File: config.mk
export PLATFORM = sky130hd
export DESIGN_NAME = calc_exec_ctrl
export DESIGN_NICKNAME = d
export VERILOG_FILES = /design/src/rtl/calc_exec_ctrl.sv
export SDC_FILE = /design/constraint.sdc
export NUM_CORES = 1
export LEC_CHECK = 0
export BUFFER_PORTS_ARGS = -buffer_cell sky130_fd_sc_hd__buf_2
export CAP_MARGIN = 10
export CORE_AREA = 2 2 81 122
export CTS_BUF_LIST = sky130_fd_sc_hd__clkbuf_16
export DETAILED_ROUTE_END_ITERATION = 8
export DIE_AREA = 0 0 83 124
export PLACE_DENSITY = 0.83
export SETUP_SLACK_MARGIN = 0.02
export SLEW_MARGIN = 10
export SYNTH_ARGS = -nofsm -noshare
export SYNTH_HDL_FRONTEND = slang
export SYNTH_SLANG_ARGS = --single-unit
export TNS_END_PERCENT = 50
File: constraint.sdc
create_clock -name ck -period 5.1 [get_ports ck]
set_clock_uncertainty 0.1 [all_clocks]
set_input_delay 0.255 -clock ck [delete_from_list [all_inputs] [get_ports ck]]
set_output_delay 0.255 -clock ck [all_outputs]
set_load 0.01 [all_outputs]
File: src/rtl/calc_exec_ctrl.sv
// Five-cycle execution controller for the 4-entry calculator register file.
// Define CALC_MUL_EN to make opcode 4'hA a 16x16 multiply; otherwise it is illegal.
module calc_exec_ctrl #(
  parameter int W         = 16,
  parameter int NREG_BITS = 2
) (
  input  logic                 ck,
  input  logic                 res,
  input  logic [15:0]          inst,
  input  logic                 inst_valid,
  output logic                 inst_ready,
  input  logic [W-1:0]         q,
  output logic [NREG_BITS-1:0] rsel,
  output logic [W-1:0]         d,
  output logic [NREG_BITS-1:0] wsel,
  output logic                 we,
  output logic                 busy,
  output logic                 done,
  output logic                 illegal,
  output logic                 zf,
  output logic                 cf
);

  typedef enum logic [2:0] {
    S_IDLE = 3'd0,
    S_RD_A = 3'd1,
    S_RD_B = 3'd2,
    S_EXEC = 3'd3,
    S_WB   = 3'd4
  } state_t;

  state_t               state_q;
  logic [15:0]          inst_q;
  logic [W-1:0]         op_a_q;
  logic [W-1:0]         op_b_q;
  logic [W-1:0]         result_q;
  logic [NREG_BITS-1:0] rsel_q;
  logic [NREG_BITS-1:0] wsel_q;
  logic                 ready_q;
  logic                 busy_q;
  logic                 we_q;
  logic                 done_q;
  logic                 illegal_q;
  logic                 zf_q;
  logic                 cf_q;

  logic [3:0]           opc_s;
  logic [W:0]           sum_s;
  logic [W-1:0]         alu_d;
  logic                 wr_d;
  logic                 ill_d;
  logic                 upd_s;
  logic                 zf_d;
  logic                 cf_d;

  assign opc_s = inst_q[15:12];
  assign sum_s = {1'b0, op_a_q} + {1'b0, op_b_q};

`ifdef CALC_MUL_EN
  logic [2*W-1:0] prod_s;
  assign prod_s = op_a_q * op_b_q;
`endif

  // ALU: result, write/illegal qualifiers and next flag values for the latched opcode
  always_comb begin
    alu_d = '0;
    wr_d  = 1'b0;
    ill_d = 1'b0;
    upd_s = 1'b0;
    cf_d  = cf_q;
    case (opc_s)
      4'h0: begin
        alu_d = '0;
      end
      4'h1: begin
        alu_d = {{(W-8){1'b0}}, inst_q[7:0]};
        wr_d  = 1'b1;
      end
      4'h2: begin
        alu_d = op_a_q;
        wr_d  = 1'b1;
      end
      4'h3: begin
        alu_d = sum_s[W-1:0];
        cf_d  = sum_s[W];
        wr_d  = 1'b1;
        upd_s = 1'b1;
      end
      4'h4: begin
        alu_d = op_a_q - op_b_q;
        cf_d  = (op_a_q < op_b_q);
        wr_d  = 1'b1;
        upd_s = 1'b1;
      end
      4'h5: begin
        alu_d = op_a_q & op_b_q;
        cf_d  = 1'b0;
        wr_d  = 1'b1;
        upd_s = 1'b1;
      end
      4'h6: begin
        alu_d = op_a_q | op_b_q;
        cf_d  = 1'b0;
        wr_d  = 1'b1;
        upd_s = 1'b1;
      end
      4'h7: begin
        alu_d = op_a_q ^ op_b_q;
        cf_d  = 1'b0;
        wr_d  = 1'b1;
        upd_s = 1'b1;
      end
      4'h8: begin
        alu_d = {op_a_q[W-2:0], 1'b0};
        cf_d  = op_a_q[W-1];
        wr_d  = 1'b1;
        upd_s = 1'b1;
      end
      4'h9: begin
        alu_d = {1'b0, op_a_q[W-1:1]};
        cf_d  = op_a_q[0];
        wr_d  = 1'b1;
        upd_s = 1'b1;
      end
`ifdef CALC_MUL_EN
      4'hA: begin
        alu_d = prod_s[W-1:0];
        cf_d  = |prod_s[2*W-1:W];
        wr_d  = 1'b1;
        upd_s = 1'b1;
      end
`endif
      default: begin
        alu_d = '0;
        ill_d = 1'b1;
      end
    endcase
    if (upd_s) begin
      zf_d = (alu_d == '0);
    end else begin
      zf_d = zf_q;
    end
  end

  // Sequencer: walks IDLE->RD_A->RD_B->EXEC->WB and registers every output for the next state
  always_ff @(posedge ck) begin
    if (res) begin
      state_q   <= S_IDLE;
      inst_q    <= 16'h0000;
      op_a_q    <= '0;
      op_b_q    <= '0;
      result_q  <= '0;
      rsel_q    <= '0;
      wsel_q    <= '0;
      ready_q   <= 1'b1;
      busy_q    <= 1'b0;
      we_q      <= 1'b0;
      done_q    <= 1'b0;
      illegal_q <= 1'b0;
      zf_q      <= 1'b0;
      cf_q      <= 1'b0;
    end else begin
      case (state_q)
        S_IDLE: begin
          if (inst_valid) begin
            inst_q  <= inst;
            rsel_q  <= inst[9:8];
            ready_q <= 1'b0;
            busy_q  <= 1'b1;
            state_q <= S_RD_A;
          end else begin
            state_q <= S_IDLE;
          end
        end
        S_RD_A: begin
          op_a_q  <= q;
          rsel_q  <= inst_q[7:6];
          state_q <= S_RD_B;
        end
        S_RD_B: begin
          op_b_q  <= q;
          rsel_q  <= '0;
          state_q <= S_EXEC;
        end
        S_EXEC: begin
          result_q  <= alu_d;
          wsel_q    <= inst_q[11:10];
          we_q      <= wr_d;
          done_q    <= 1'b1;
          illegal_q <= ill_d;
          zf_q      <= zf_d;
          cf_q      <= cf_d;
          state_q   <= S_WB;
        end
        S_WB: begin
          result_q  <= '0;
          wsel_q    <= '0;
          we_q      <= 1'b0;
          done_q    <= 1'b0;
          illegal_q <= 1'b0;
          ready_q   <= 1'b1;
          busy_q    <= 1'b0;
          state_q   <= S_IDLE;
        end
        default: begin
          rsel_q    <= '0;
          wsel_q    <= '0;
          result_q  <= '0;
          we_q      <= 1'b0;
          done_q    <= 1'b0;
          illegal_q <= 1'b0;
          ready_q   <= 1'b1;
          busy_q    <= 1'b0;
          state_q   <= S_IDLE;
        end
      endcase
    end
  end

  // A reset arriving during WB must suppress the pending write and completion strobes
  assign we         = we_q & ~res;
  assign done       = done_q & ~res;
  assign illegal    = illegal_q & ~res;
  assign inst_ready = ready_q;
  assign busy       = busy_q;
  assign rsel       = rsel_q;
  assign wsel       = wsel_q;
  assign d          = result_q;
  assign zf         = zf_q;
  assign cf         = cf_q;

endmodule
==> reports/metrics.yaml <==
synth_nets: 905
place.gp.congestion: 1.011
cts_sinks: 76
wl_per_cell_um: 20.62
post_cts_buffers: 0
dpl.cell_count: 945
finalCritPeriodShare_pct: 73.20
cts_resized: 0
yosys_warnings: 0
ir_drop_uv: 365.6
cts_buffers: 9
period_minus_slack_ns: 3.733
nets: 930
area_growth_pct: 10.34
grt_pass1_wl_mm: 31.01
relSlewSlack_pct: 26.04
h-tree-depth: 3
slew_violations: 0
netlist_top_cells_area: "dfxtp_1 26%, ha_1 10%, nand2_1 8.9%, a21oi_1 7.7%, nor2_1 4.2%"
grt-ovfl-total: 0
drtPass1Iterations: 6
core_sq_um: 9200
yosysTopAreaCellShare_pct: 25.65
grt.total_usage_pct: 38.44
clk_pin_slew_ns: 0.06
dieWidth_um: 83
rsz0062_at_grt: "no"
fmax_ghz: 0.2679
synth_seq_cells: 76
hold_class: "in -> reg"
drt_iter0_markers: 648
hpwl_mm: 14.93
die_h_um: 124
seqCellArea_sq_um: 1521
synth_area_per_cell_sq_um: 7.241
status: "completed"
p_leak_uw: 0.002533
required_ns: 5.27
num_vias: 6359
io_buffers: 61
rows: 43
crit_type: "reg -> reg"
critPathMaxFanout: 22
drc: 0
drive_gt1_share_pct: 12.13
cts_tree: "done"
synth_common_cells: "141 x nand2_1, 91 x a21oi_1, 76 x dfxtp_1, 66 x nor2_1, 51 x inv_1"
setup_viol: 0
dp_slack_ns: 1.507
n_antenna_cell: 0
synth.distinct_cells: 79
drt-vias-per-instance: 6.617
start_util_pct: 64.46
instances_no_fill: 961
power_density_nw_per_um2: 295.7
grt_pass1_vias: 6134
yosysSeqAreaShare_pct: 25.65
cp-end-kind: "flip-flop"
drv_cap: 0
clkLatencyLatePin_ns: 0.34
synth-edff-count: 0
crit_arrival_ns: 3.91
multi_input_area_sq_um: 3988
cts_root_buf: "clkbuf_16"
ios: 62
cts_buffer_depth: 2
synth_area_leader_cell: "dfxtp_1"
antenna_found_initial: 0
netlist_instances: 819
start_kind: "flip-flop"
setup_ws_ns: 1.367
synthesis.area_sq_um: 5931
hold_viol: 0
die-area_sq_um: 10290
synthFlopType: "dfxtp_1"
worst_pin_slew_ns: 1.105
ant_nets: 0
wl_mm: 19.81
grt_max_degree: 55
async_reset_ff_share_pct: 0
fin_setup_tns_ns: 0
synth_most_common_cell: "nand2_1"
fillers: 764
hold_buffers: 0
==> path summary, 6_finish.rpt <==
path	start	end	slack [ns]	cells after the start
hold / removal	inst[3]	inst_q[3]	0.05	3
setup reg to reg	inst_q[12]	zf	1.37	9
setup / recovery	inst_q[12]	zf	1.37	9
hold reg to reg	wsel[0]	wsel[0]	0.35	2
==> flip-flops by register name, indices dropped and copies added (netlist names), 2 cells and up <==
name and cells:
d 16, wsel 2, op_a_q 16, rsel 2
state_q 3, op_b_q 16, inst_q 14
==> worst max-delay path, cell delays in order (launching register included) <==
cell and delay [ns]:
dfxtp_1 0.88, nand2b_1 0.38, nor2_1 0.19, a22o_1 0.23
nor4_1 0.66, nand2_1 0.14, nor4_1 0.28, nand4_1 0.18
or4_1 0.55, o21ai_1 0.08
==> cell families after synthesis <==
kind of cell | count (synthesis) | share of synthesized area (%)
and+or+nand+nor | 318 | 25.02
adders and majority gates | 51 | 11.01
xor gates and xnor gates | 6 | 0.8861
buffers and inverters | 109 | 7.258
AOI/OAI and AO/OA | 247 | 28.06
DFF | 76 | 25.65
muxes | 12 | 2.110
==> layout by cell type, fill, tap and decap left out, drive strengths merged, types with 6 or more instances in the layout <==
master | synthesis | routed
o31ai | 6 | 6
nand2b | 11 | 11
ha | 49 | 49
nor2 | 66 | 66
a21oi | 91 | 91
nand2 | 142 | 142
mux2i | 8 | 8
dfxtp | 76 | 76
inv | 53 | 55
nand3 | 16 | 16
a211oi | 19 | 19
nor2b | 15 | 15
a211o | 6 | 6
a22o | 6 | 6
o21ai | 29 | 29
o22ai | 7 | 7
buf | 17 | 70
nor3 | 20 | 20
a32oi | 7 | 7
clkbuf | 39 | 9
or2 | 6 | 6
a22oi | 8 | 8
==> layer usage <==
| layer | GRT usage [%] | share of wire, % | up-vias |
|---|---|---|---|
| li1 | - | - | 2960 |
| met1 | 40.62 | 35 | 2942 |
| met2 | 66.33 | 49 | 347 |
| met3 | 5.235 | 6.6 | 110 |
| met4 | 35.45 | 9.7 | 0 |
| met5 | 0 | 0 | - |
==> cell type report <==
cell class              instances  area share [%]
multi-input cells             634           60.94
flip-flops and latches         76           23.25
repair buffers                 70           5.698
clock buffers                   9           3.442
inverters                      53           3.040
well taps                     112           2.141
clock inverters                 7           1.491
==> power breakdown <==
group,switching (uW),total (uW),internal [uW]
registers,60.1,691,631
clock network,262,693,431
logic,355,551,196
==> per-stage QoR <==
stage / area, sq um / utilization, % / total power [uW] / hold WS (ns)
global route: 6544 / 71.13 / 2014 / 0.05672
detailed placement: 6221 / 67.62 / 1232 / 0.3441
finish: 6544 / 71.13 / 1935 / 0.05160
CTS: 6544 / 71.13 / 1922 / 0.04934
floorplan: 5931 / - / 1068 / 0.2910
global placement: 6221 / 67.62 / 1218 / 0.3303
(Power assumes the default switching activity.)
